`src/rtl/reset_sequencer.sv`:
```
// reset_sequencer: turns warm/cold reset request pulses into a timed system
// reset, zero-filling the shared main RAM on cold requests and at power-on.
module reset_sequencer #(
    parameter int unsigned HOLD_CYCLES = 16,
    parameter int unsigned POST_CYCLES = 4,
    parameter int unsigned ADDR_W      = 16
) (
    input  logic              clk,
    input  logic              reset,
    input  logic              reset_req,
    input  logic              reset_req_cold,
    output logic              clr_wren,
    output logic [ADDR_W-1:0] clr_addr,
    input  logic              clr_ack,
    output logic              sys_reset,
    output logic              busy,
    output logic              last_cold
);

    localparam int unsigned CNT_MAX = (HOLD_CYCLES > POST_CYCLES) ? HOLD_CYCLES : POST_CYCLES;
    localparam int unsigned CNT_W   = $clog2(CNT_MAX + 1);

    localparam logic [CNT_W-1:0]  HOLD_LAST = CNT_W'(HOLD_CYCLES - 1);
    localparam logic [CNT_W-1:0]  POST_LAST = CNT_W'(POST_CYCLES - 1);
    localparam logic [ADDR_W-1:0] ADDR_LAST = '1;

    typedef enum logic [1:0] {
        IDLE  = 2'd0,
        HOLD  = 2'd1,
        CLEAR = 2'd2,
        POST  = 2'd3
    } state_t;

    state_t           state;
    logic             cold_pend;
    logic [CNT_W-1:0] cnt;

    // Sequencer FSM with registered outputs; a request in any state restarts HOLD.
    always_ff @(posedge clk or posedge reset) begin
        if (reset) begin
            state     <= HOLD;
            cold_pend <= 1'b1;
            cnt       <= '0;
            clr_addr  <= '0;
            clr_wren  <= 1'b0;
            sys_reset <= 1'b1;
            busy      <= 1'b1;
            last_cold <= 1'b0;
        end else if (reset_req) begin
            // A pending or interrupted cold clear is never downgraded to warm.
            if (state == IDLE) begin
                cold_pend <= reset_req_cold;
            end else begin
                cold_pend <= cold_pend | reset_req_cold;
            end
            state     <= HOLD;
            cnt       <= '0;
            clr_addr  <= '0;
            clr_wren  <= 1'b0;
            sys_reset <= 1'b1;
            busy      <= 1'b1;
        end else begin
            case (state)
                HOLD: begin
                    if (cnt == HOLD_LAST) begin
                        cnt <= '0;
                        if (cold_pend) begin
                            state    <= CLEAR;
                            clr_addr <= '0;
                            clr_wren <= 1'b1;
                        end else begin
                            state     <= POST;
                            last_cold <= 1'b0;
                        end
                    end else begin
                        cnt <= cnt + CNT_W'(1);
                    end
                end
                CLEAR: begin
                    if (clr_ack) begin
                        if (clr_addr == ADDR_LAST) begin
                            clr_wren  <= 1'b0;
                            cold_pend <= 1'b0;
                            last_cold <= 1'b1;
                            cnt       <= '0;
                            state     <= POST;
                        end else begin
                            clr_addr <= clr_addr + ADDR_W'(1);
                        end
                    end
                end
                POST: begin
                    if (cnt == POST_LAST) begin
                        cnt       <= '0;
                        state     <= IDLE;
                        sys_reset <= 1'b0;
                        busy      <= 1'b0;
                    end else begin
                        cnt <= cnt + CNT_W'(1);
                    end
                end
                default: begin
                    sys_reset <= 1'b0;
                    busy      <= 1'b0;
                    clr_wren  <= 1'b0;
                end
            endcase
        end
    end

endmodule

```
`config.mk`:
```
export PLATFORM = sky130hd
export DESIGN_NAME = reset_sequencer
export DESIGN_NICKNAME = d
export VERILOG_FILES = /design/src/rtl/reset_sequencer.sv
export SDC_FILE = /design/constraint.sdc
export NUM_CORES = 1
export LEC_CHECK = 0
export BUFFER_PORTS_ARGS = -buffer_cell sky130_fd_sc_hd__buf_2
export CAP_MARGIN = 20
export CELL_PAD_IN_SITES_DETAIL_PLACEMENT = 0
export CELL_PAD_IN_SITES_GLOBAL_PLACEMENT = 1
export CORE_ASPECT_RATIO = 1.25
export CORE_MARGIN = 2
export CORE_UTILIZATION = 30
export DETAILED_ROUTE_END_ITERATION = 10
export GPL_TIMING_DRIVEN = 0
export PLACE_DENSITY_LB_ADDON = 0.1
export SYNTH_ARGS = -nofsm -noshare
export SYNTH_HDL_FRONTEND = slang
export SYNTH_SLANG_ARGS = --single-unit
export TNS_END_PERCENT = 5
```
`constraint.sdc`:
```
create_clock -name clk -period 2.8 [get_ports clk]
set_clock_uncertainty 0.1 [all_clocks]
set_input_delay 0.14 -clock clk [delete_from_list [all_inputs] [get_ports clk]]
set_output_delay 0.14 -clock clk [all_outputs]
set_load 0.03 [all_outputs]
```
==> run metrics <==
setup TNS=0 ns; M3 GR Usage=1.92%; worst hold stages=3; R2R Path End=state[1]; Slew HR=42.4%; worst r2r src=clr_addr[0]; WP data arrival=2.62 ns; initial antenna violation count=0; Placer Congestion=0.754; global routing usage on met2=29.6%; area leader, netlist=dfrtp_1; Yosys reg bits=27; Core Rows=31; ys async rst share=100%; dpl hpwl=3520 um; most used flip-flop cell after synthesis=dfrtp_1; Final Hold Viols=0; core area=5700 um2; Avg Cell Area, Syn=9.07 um2; Port Buffer Count=24; Peak VDD IR=400 uV; largest net degree at the start of global routing=19; Synth warnings=0; CTS sink count=27; R2R Setup Slk=0.27 ns; Critical path origin=clr_addr[0]; critical path, cell by cell=ha_1 > nand3_2 > nor4_4 > a21boi_2 > a211oi_2 > mux2_1; WS Path Type=reg -> reg; Mapped Area=1740 um2; Worst-Skew Late Latency=0.29 ns; Synth cell types=51; critical path endpoint category=flop; WHS Endpoint=cold_pend; slew of the pin with the lowest slew margin=0.856 ns; Die Height=89.2 um; met1 usage=18.8%; Max Cap Violations=0; clk root buf=clkbuf_8; Synth area leaders=dfrtp_1, ha_1, dfstp_2; TritonCTS Buffers=3; post-synth top area share=34.5%; status=finished, final reports clean; drt first-iter violations=106; Overall Global Routing Usage=16.0%; Starting Density=30.5%; DR vias=1,587; Post-synth EDFFs=0; synthesized instance count=192; HP Start=clr_ack; final WL=4770 um; remaining antenna violation count after routing=0; Pwr Density=568 nW/um2; # placed instances=283; Post-layout nets=237; syn_nets=205; first-pass GRT wire length=7890 um; achievable frequency=395 MHz; Final Cycle Share=90.4%; commonest cells after routing, fill and taps aside=dfrtp_1, buf_2, nand2_1; CP required=2.88 ns; cell count of the worst reg-to-reg path=6; CP Launch Type=flop; busiest grt layer=met2; Seq/Total Area, Yosys=39.0%; maximum fanout along the worst path=8; fin cells=289; Die X=72.2 um; area grow syn2layout=17.2%; die area=6440 um2; DR WL/cell=16.5 um; unrepaired setup endpoints after global routing=no; Ant. Diodes=0; slowest cell delay on critical path=0.63 ns; share of cells above drive strength 1=19.7%; DRC=0; Avg Vias per Cell=5.49; Pre-antenna DRT Iters=4; slowest stage cell, crit path=nor4_4; gr ovfl total=0; Top Ports=25; min-delay worst type=in -> reg; Final setup viols=0; Reg clk slew, reported paths=0.11 ns; final number of max-transition violations=0; vias in the first global route=1,555; Bufs on Longest Clock Path=2; leak pwr=0.883 nW; CTS tree=built; H-tree depth=1; min cycle time layout=2.53 ns
==> registers in the layout, summed over array words and instances (netlist names) <==
register   cells
busy           1
clr_addr      16
clr_wren       1
cnt            5
cold_pend      1
last_cold      1
state          2
==> metal layers <==
layer | vias up | wire [um]
li1 | 773 | -
met1 | 780 | 2080
met2 | 27 | 2500
met3 | 7 | 120
met4 | 0 | 76
met5 | - | 0
==> per-stage QoR <==
| step | power (mW) | setup WS [ns] | hold WS [ns] | utilization, % | area [um2] |
|---|---|---|---|---|---|
| 4_1_cts | 1.18 | 0.110 | 0.150 | 35.7 | 2040 |
| 3_5_place_dp | 0.924 | 0.186 | 0.0858 | 34.6 | 1970 |
| 6_report | 1.16 | 0.268 | 0.155 | 35.8 | 2040 |
| 5_1_grt | 1.25 | 0.128 | 0.187 | 35.8 | 2040 |
| 3_3_place_gp | 0.921 | 0.174 | 0.265 | 34.1 | 1940 |
| 2_1_floorplan | 0.823 | 0.455 | 0.0905 | - | 1740 |
==> power breakdown <==
group	internal, mW	leakage [nW]	switching [mW]
registers	0.448	0.364	0.0462
clock network	0.100	0.0255	0.139
logic	0.177	0.493	0.248
==> synth_stat cells, types with 2 or more instances <==
library cell and count:
dfrtp_1 24, nand4b_1 3, nand3_1 11, nor2_1 19, mux2i_1 3, a21o_1 3, a21oi_1 13, mux2_2 2
dfstp_2 3, a311oi_1 6, a22o_1 2, a31oi_1 3, o21ai_0 9, ha_1 8, nor3b_1 2, nor3_1 4
nor4b_1 2, clkbuf_1 6, nor2b_1 5, inv_1 8, and3_1 2, nor4_1 2, nand4_1 2, nand3b_1 4
nand2_1 20
==> worst max-delay path, delay by kind of cell (launching register included) <==
family / cells / cell delay (ns)
and+or+nand+nor: 2 / 0.78
muxes: 1 / 0.35
AOI/OAI and AO/OA: 2 / 0.52
DFF: 1 / 0.44
adders and majority gates: 1 / 0.25
==> cell type report <==
cell class              instances  area, um2
repair buffers                 27        168
multi-input cells             150       1000
fillers                       615       3660
clock buffers                   3       41.3
inverters                       8       30.0
well taps                      66       82.6
clock inverters                 1       5.00
plain buffers                   7       30.0
flip-flops and latches         27        679
==> logic make-up (layout without fill, tap and decap cells) <==
group                    count (synthesis)  after routing  synth area share, %
AND/OR/NAND/NOR                         84             84                 26.9
multiplexers                             6              6                 3.66
adder cells (fa/ha/maj)                  8              8                 5.75
XOR/XNOR                                 1              1                0.503
flip-flops                              27             27                 39.0
AO/OA/AOI/OAI                           51             51                 20.8
buffers and inverters                   15             46                 3.45
==> what timing repair did <==
item                       in CTS  in global routing
resized for setup               0                  1
buffers inserted                0                  0
hold buffers                    2                  0
setup endpoints to repair       0                  1
hold endpoints to repair       10                  0
==> how the worst max path moves through the flow <==
| stage | endpoint | slack [ns] | cells after the start |
|---|---|---|---|
| 2_1_floorplan | state[1] | 0.45 | 6 |
| 6_report | state[1] | 0.27 | 6 |
| 5_1_grt | state[1] | 0.13 | 6 |
| 3_5_place_dp | clr_addr[9] | 0.19 | 8 |
| 4_1_cts | clr_addr[9] | 0.11 | 8 |
| 3_3_place_gp | clr_addr[9] | 0.17 | 8 |
(Power assumes the default switching activity.)
